File: src/rtl/fpsqrt_issue_pkg.sv
// Shared FSM state type, rounding-mode and format codes, and LFSR taps
// for the square-root issue controller.
package fpsqrt_issue_pkg;

   typedef enum logic [2:0] {
      IDLE  = 3'd0,
      ISSUE = 3'd1,
      WAIT  = 3'd2,
      BP    = 3'd3,
      RESP  = 3'd4
   } state_t;

   localparam logic [2:0] RM_RNE = 3'd0;
   localparam logic [2:0] RM_RTZ = 3'd1;
   localparam logic [2:0] RM_RDN = 3'd2;
   localparam logic [2:0] RM_RUP = 3'd3;
   localparam logic [2:0] RM_RMM = 3'd4;

   localparam logic [1:0] FMT_FP32 = 2'd0;
   localparam logic [1:0] FMT_FP64 = 2'd1;
   localparam logic [1:0] FMT_FP16 = 2'd2;

   // Fibonacci taps 16,14,13,11 expressed as bit positions 15,13,12,10.
   localparam logic [15:0] LFSR_TAPS = 16'hB400;

endpackage

File: src/rtl/fpsqrt_issue_lfsr.sv
// Free-running 16-bit Fibonacci LFSR used to randomise finish back-pressure.
module fpsqrt_issue_lfsr
   import fpsqrt_issue_pkg::*;
#(
   parameter logic [15:0] SEED = 16'hACE1
) (
   input  logic        clk,
   input  logic        rst_n,
   output logic [15:0] state
);

   always_ff @(posedge clk or negedge rst_n) begin
      if (!rst_n) begin
         state <= SEED;
      end else begin
         state <= {state[14:0], ^(state & LFSR_TAPS)};
      end
   end

endmodule

File: src/rtl/fpsqrt_issue_ctrl.sv
// Issue controller for a single-outstanding square-root unit: captures a
// request, starts the unit, applies randomised finish back-pressure, returns
// the response, and aborts via flush when the unit stalls too long.
module fpsqrt_issue_ctrl
   import fpsqrt_issue_pkg::*;
#(
   parameter int unsigned TAG_W       = 8,
   parameter int unsigned TIMEOUT_CYC = 256,
   parameter logic [15:0] LFSR_SEED   = 16'hACE1
) (
   input  logic             clk,
   input  logic             rst_n,
   input  logic             req_valid_i,
   output logic             req_ready_o,
   input  logic [63:0]      req_op_i,
   input  logic [1:0]       req_fp_format_i,
   input  logic [2:0]       req_rm_i,
   input  logic             req_vector_mode_i,
   input  logic [TAG_W-1:0] req_tag_i,
   output logic             start_valid_o,
   input  logic             start_ready_i,
   output logic [63:0]      op_o,
   output logic [1:0]       fp_format_o,
   output logic [2:0]       rm_o,
   output logic             vector_mode_o,
   output logic             flush_o,
   input  logic             finish_valid_i,
   output logic             finish_ready_o,
   input  logic [63:0]      fpsqrt_res_i,
   input  logic [4:0]       fflags_i,
   output logic             rsp_valid_o,
   input  logic             rsp_ready_i,
   output logic [63:0]      rsp_res_o,
   output logic [4:0]       rsp_fflags_o,
   output logic [TAG_W-1:0] rsp_tag_o,
   output logic             rsp_timeout_o,
   input  logic [3:0]       bp_mask_i,
   output logic             busy_o,
   output logic [31:0]      done_cnt_o
);

   localparam int unsigned   TO_W    = $clog2(TIMEOUT_CYC + 1);
   localparam logic [TO_W-1:0] TO_LAST = TO_W'(TIMEOUT_CYC - 1);

   state_t           state, state_next;
   logic [15:0]      lfsr;
   logic             unused_lfsr_hi;
   logic [63:0]      op_q;
   logic [1:0]       fmt_q;
   logic [2:0]       rm_q;
   logic             vm_q;
   logic [TAG_W-1:0] tag_q;
   logic [63:0]      res_q;
   logic [4:0]       fflags_q;
   logic             timeout_q;
   logic [31:0]      done_cnt;
   logic [3:0]       bp_cnt;
   logic [TO_W-1:0]  to_cnt;
   logic             timeout_hit;
   logic             accept, bp_load, finish_fire, rsp_fire;

   fpsqrt_issue_lfsr #(.SEED(LFSR_SEED)) u_lfsr (
      .clk   (clk),
      .rst_n (rst_n),
      .state (lfsr)
   );

   assign unused_lfsr_hi = ^lfsr[15:4];

   always_ff @(posedge clk or negedge rst_n) begin
      if (!rst_n) begin
         state <= IDLE;
      end else begin
         state <= state_next;
      end
   end

   always_comb begin
      state_next     = state;
      req_ready_o    = 1'b0;
      start_valid_o  = 1'b0;
      finish_ready_o = 1'b0;
      rsp_valid_o    = 1'b0;
      flush_o        = 1'b0;
      accept         = 1'b0;
      bp_load        = 1'b0;
      finish_fire    = 1'b0;
      rsp_fire       = 1'b0;
      timeout_hit    = (to_cnt == TO_LAST);
      case (state)
         IDLE: begin
            req_ready_o = 1'b1;
            if (req_valid_i) begin
               accept     = 1'b1;
               state_next = ISSUE;
            end
         end
         ISSUE: begin
            start_valid_o = 1'b1;
            if (timeout_hit) begin
               flush_o    = 1'b1;
               state_next = RESP;
            end else if (start_ready_i) begin
               state_next = WAIT;
            end
         end
         WAIT: begin
            // A finish arriving on the timeout cycle takes priority over the flush.
            if (finish_valid_i) begin
               bp_load    = 1'b1;
               state_next = BP;
            end else if (timeout_hit) begin
               flush_o    = 1'b1;
               state_next = RESP;
            end
         end
         BP: begin
            finish_ready_o = (bp_cnt == 4'd0);
            if (finish_valid_i && (bp_cnt == 4'd0)) begin
               finish_fire = 1'b1;
               state_next  = RESP;
            end
         end
         RESP: begin
            rsp_valid_o = 1'b1;
            if (rsp_ready_i) begin
               rsp_fire   = 1'b1;
               state_next = IDLE;
            end
         end
         default: state_next = IDLE;
      endcase
   end

   always_ff @(posedge clk or negedge rst_n) begin
      if (!rst_n) begin
         op_q      <= '0;
         fmt_q     <= '0;
         rm_q      <= '0;
         vm_q      <= 1'b0;
         tag_q     <= '0;
         res_q     <= '0;
         fflags_q  <= '0;
         timeout_q <= 1'b0;
         done_cnt  <= '0;
         bp_cnt    <= '0;
         to_cnt    <= '0;
      end else begin
         if (accept) begin
            op_q   <= req_op_i;
            fmt_q  <= req_fp_format_i;
            rm_q   <= req_rm_i;
            vm_q   <= req_vector_mode_i;
            tag_q  <= req_tag_i;
            to_cnt <= '0;
         end else if ((state == ISSUE) || (state == WAIT)) begin
            to_cnt <= to_cnt + TO_W'(1);
         end
         if (bp_load) begin
            bp_cnt <= lfsr[3:0] & bp_mask_i;
         end else if ((state == BP) && (bp_cnt != 4'd0)) begin
            bp_cnt <= bp_cnt - 4'd1;
         end
         if (finish_fire) begin
            res_q     <= fpsqrt_res_i;
            fflags_q  <= fflags_i;
            timeout_q <= 1'b0;
         end else if (flush_o) begin
            res_q     <= '0;
            fflags_q  <= '0;
            timeout_q <= 1'b1;
         end
         if (rsp_fire) begin
            done_cnt <= done_cnt + 32'd1;
         end
      end
   end

   assign op_o          = op_q;
   assign fp_format_o   = fmt_q;
   assign rm_o          = rm_q;
   assign vector_mode_o = vm_q;
   assign rsp_res_o     = res_q;
   assign rsp_fflags_o  = fflags_q;
   assign rsp_tag_o     = tag_q;
   assign rsp_timeout_o = timeout_q;
   assign busy_o        = (state != IDLE);
   assign done_cnt_o    = done_cnt;

endmodule

File: config.mk
export PLATFORM = sky130hd
export DESIGN_NAME = fpsqrt_issue_ctrl
export DESIGN_NICKNAME = d
export VERILOG_FILES = /design/src/rtl/fpsqrt_issue_pkg.sv /design/src/rtl/fpsqrt_issue_lfsr.sv /design/src/rtl/fpsqrt_issue_ctrl.sv
export SDC_FILE = /design/constraint.sdc
export NUM_CORES = 1
export LEC_CHECK = 0
export ABC_AREA = 0
export ABC_CLOCK_PERIOD_IN_PS = 1800
export BUFFER_PORTS_ARGS = -buffer_cell sky130_fd_sc_hd__clkbuf_2
export CELL_PAD_IN_SITES_DETAIL_PLACEMENT = 1
export CELL_PAD_IN_SITES_GLOBAL_PLACEMENT = 2
export CORE_ASPECT_RATIO = 0.8
export CORE_MARGIN = 1
export CORE_UTILIZATION = 28
export DETAILED_ROUTE_END_ITERATION = 6
export PLACE_DENSITY_LB_ADDON = 0.1
export SYNTH_ARGS = -nofsm -noshare
export SYNTH_HDL_FRONTEND = slang
export SYNTH_SLANG_ARGS = --single-unit
File: constraint.sdc
create_clock -name clk -period 1.8 [get_ports clk]
set_input_delay 0.09 -clock clk [delete_from_list [all_inputs] [get_ports clk]]
set_output_delay 0.09 -clock clk [all_outputs]
set_load 0.01 [all_outputs]
==> results.yml <==
drt:
  detail-route-antenna-nets: 0
  routed_wire_length_per_instance_um: 18.67
  drt-vias-per-instance: 4.583
  drt_wl_total_um: 29030
  routed-via-count: 7127
  drt_first_iter_violations: 189
  drc: 0
  drt-pass1-iter-count: 4
setup_path:
  endpoint_kind: "primary output"
  critical_path_peak_fanout: 2
  signal_arrival_time_at_the_worst_endpoint_ns: 1.87
  r2r_setup_slack_ns: -0.14
  ff2ff_path_depth: 8
  reg2reg_from: "bp_cnt[0]$_DFFE_PN0P_"
  criticalPathCategory: "flop to primary output"
  worst_r2r_endpoint: "rsp_fflags_o[0]$_DFFE_PN0P_"
  critPathLaunchType: "flop"
  worst_ep_required_time_ns: 1.71
clock_network:
  clk_lat_worst_skew_ns: 0.52
  clock_tree.buffer_depth: 3
  h-tree-depth: 1
  clk_pin_slew_worst_paths_ns: 0.06
  root_buffer_cell: "sky130_fd_sc_hd__clkbuf_16"
  cts_inserted_buffers: 24
  cts_tree: "yes"
  clock_sink_count: 212
synthesis:
  synth_ff_type: "sky130_fd_sc_hd__dfrtp_1"
  synth.avg_cell_area_um2: 14.21
  synth.cell_area_um2: 8230
  yosysUniqueCellTypes: 43
  syn_inst: 579
  yosys_warnings: 0
  synth-seq-cells: 212
  share_of_async_settable_or_async_resettable_flops_after_synthesis: 1.000
  synth_edf_count: 0
  synth-seq-area-share: 0.6458
  synth_nets: 741
outcome:
  outcome: "finished with violations"
  failed_checks: "setup timing"
global_routing:
  grt_antenna_before_repair: 0
  largest_net_degree_at_the_start_of_global_routing: 64
  grt_pass1_vias: 8109
  groute.usage.overall: 0.1936
  grt_first_pass_wirelength_um: 46390
  gr-total-overflow: 0
sta:
  setup-violations-final: 109
  final-hold-violation-count: 0
  worst_slew_margin_rel: 0.4558
  post-route-period-util: 1.090
  rsz_0062_raised_after_global_routing: "true"
  finalClockSkew_ns: 0.02027
  finalWorstPathRequiredPeriod_ns: 1.962
  layout_setup_ws_ns: -0.1616
  setup_total_negative_slack_ns: -9.060
  report.final.slew_viol_count: 0
  achievable-frequency_mhz: 509.8
  worst_pin_slew_ns: 0.8136
worst_hold_path:
  worst_hold_path.endpoint: "state[0]$_DFFE_PN0P_"
  hold_path_depth: 4
  startpoint_of_the_worst_hold_path: "req_valid_i"
  min_path_type: "input pin to flop"
pwr:
  cellLeakagePower_nw: 7.225
  power_density_nw_per_um2: 1508
  irDropWorstVdd_mv: 0.6608
job:
  max-cap-violations: 0
die:
  top_level_ports: 343
  floorplan.initialDensity: 0.2882
  core_area_um2: 28560
  fp-row-count: 55
  floorplan.die_area_um2: 30090
  die_w_um: 193.7
  die-height_um: 155.3
cells_and_area:
  finalCoreUtilization: 0.5080
  final_cell_count_no_fill: 1555
  num-nets-final: 1329
  layout_common_cells: "sky130_fd_sc_hd__clkbuf_2, sky130_fd_sc_hd__dfrtp_1, sky130_fd_sc_hd__dlygate4sd3_1, sky130_fd_sc_hd__a22o_1, sky130_fd_sc_hd__mux2_4"
  diodes: 0
  syn_to_final_growth_pct: 76.27
  final_layout_size_suffix_gt1_frac: 0.5080
  final_common_cell: "sky130_fd_sc_hd__clkbuf_2"
place:
  place.port_buffers: 342
  place_hpwl_um: 17440
  placed_cells_incl_taps: 1304
  place.gp.congestion: 0.7927
==> critical path: stages, from the launching register on <==
cell and delay [ns]:
sky130_fd_sc_hd__dfrtp_1 0.35, sky130_fd_sc_hd__and3_4 0.19, sky130_fd_sc_hd__nand3_2 0.08, sky130_fd_sc_hd__nor2_1 0.12
sky130_fd_sc_hd__ha_2 0.20, sky130_fd_sc_hd__nand2b_1 0.07, sky130_fd_sc_hd__a21oi_2 0.13, sky130_fd_sc_hd__buf_4 0.14
sky130_fd_sc_hd__buf_8 0.10
==> cell families after synthesis <==
kind of cell,after synthesis,synth area share
flops,212,0.6458
mux,80,0.1093
buf+inv,41,0.02478
fa+ha+maj,5,0.007601
xor+xnor,43,0.04576
simple gates,112,0.07966
compound gates,86,0.08711
==> per-stage QoR <==
step | instance area, µm² | power, W | worst slack (ns) | hold WS [ns]
finish | 14510 | 0.02188 | -0.1616 | 0.05927
global route | 14510 | 0.02312 | -0.2753 | 0.1154
CTS | 14400 | 0.02198 | -0.2203 | 0.03449
detailed placement | 10770 | 0.01434 | -0.1415 | -0.02699
global placement | 10770 | 0.01406 | -0.04411 | -0.02748
floorplan | 8245 | 0.01102 | -0.007831 | -0.2056
==> per-layer routing <==
metal | routed length, µm | GRT usage | vias up
met4 | 785 | 0.06095 | 0
met3 | 1250 | 0.03403 | 44
met1 | 12580 | 0.2475 | 3599
li1 | - | - | 3278
met2 | 14410 | 0.3338 | 206
met5 | 0 | 0 | -
==> sequential cells by signal (all words and copies together), names as in the netlist, 2 cells and up <==
name and count:
done_cnt_o 32, bp_cnt 4, rsp_res_o 64, to_cnt 9
rsp_fflags_o 5, rm_o 3, fp_format_o 2, u_lfsr.state 16
op_o 64, rsp_tag_o 8, state 3
==> cells in the mapped netlist, types with 3 or more instances <==
cell type / instances / area share
sky130_fd_sc_hd__a22o_1: 71 / 0.076
sky130_fd_sc_hd__and2_1: 3 / 0.0023
sky130_fd_sc_hd__and3_1: 4 / 0.0030
sky130_fd_sc_hd__and4_1: 4 / 0.0043
sky130_fd_sc_hd__buf_2: 25 / 0.015
sky130_fd_sc_hd__buf_4: 5 / 0.0046
sky130_fd_sc_hd__clkbuf_1: 3 / 0.0014
sky130_fd_sc_hd__dfrtp_1: 204 / 0.62
sky130_fd_sc_hd__dfstp_2: 8 / 0.026
sky130_fd_sc_hd__ha_1: 5 / 0.0076
sky130_fd_sc_hd__inv_1: 7 / 0.0032
sky130_fd_sc_hd__mux2_2: 79 / 0.11
sky130_fd_sc_hd__nand2_1: 16 / 0.0073
sky130_fd_sc_hd__nand2b_1: 3 / 0.0023
sky130_fd_sc_hd__nand3_1: 20 / 0.012
sky130_fd_sc_hd__nand4_1: 15 / 0.011
sky130_fd_sc_hd__nor2_1: 18 / 0.0082
sky130_fd_sc_hd__nor3_1: 6 / 0.0036
sky130_fd_sc_hd__nor4_1: 4 / 0.0030
sky130_fd_sc_hd__nor4b_1: 4 / 0.0043
sky130_fd_sc_hd__o21ai_0: 7 / 0.0043
sky130_fd_sc_hd__xnor2_1: 35 / 0.037
sky130_fd_sc_hd__xor2_1: 8 / 0.0085
==> where the power goes <==
| group | internal [W] | switching [W] | total, W |
|---|---|---|---|
| Combinational | 0.00508 | 0.00380 | 0.00887 |
| Clock | 0.00334 | 0.00201 | 0.00535 |
| Sequential | 0.00653 | 0.00113 | 0.00766 |
| Total | 0.0150 | 0.00693 | 0.0219 |
==> repair_timing <==
action,in CTS,in global routing
hold buffers,156,0
pin swaps,9,27
endpoints found under the hold margin,360,0
resized for setup,111,39
endpoints found under the setup margin,154,187
buffers inserted,28,12
cloned,18,4
==> final cells by class <==
cell class	count	area [µm²]
Multi-Input combinational cell	326	3137
Timing Repair Buffer	596	4705
Clock buffer	33	675.6
Fill cell	2960	14050
Inverter	7	26.28
Clock inverter	11	185.2
Sequential cell	212	5316
Tap cell	370	462.9
==> worst max path at each step <==
stage	from	endpoint	slack, ns	cells after the start
global placement	bp_cnt[0]$_DFFE_PN0P_	rsp_res_o[7]$_DFFE_PN0P_	-0.04	7
detailed placement	bp_cnt[1]$_DFFE_PN0P_	rsp_res_o[41]$_DFFE_PN0P_	-0.14	7
CTS	to_cnt[4]$_DFFE_PN0P_	flush_o	-0.22	8
floorplan	bp_cnt[0]$_DFFE_PN0P_	rsp_fflags_o[0]$_DFFE_PN0P_	-0.008	8
global route	to_cnt[4]$_DFFE_PN0P_	flush_o	-0.28	8
finish	to_cnt[2]$_DFFE_PN0P_	flush_o	-0.16	8
Power figures use the tool's default switching activity.
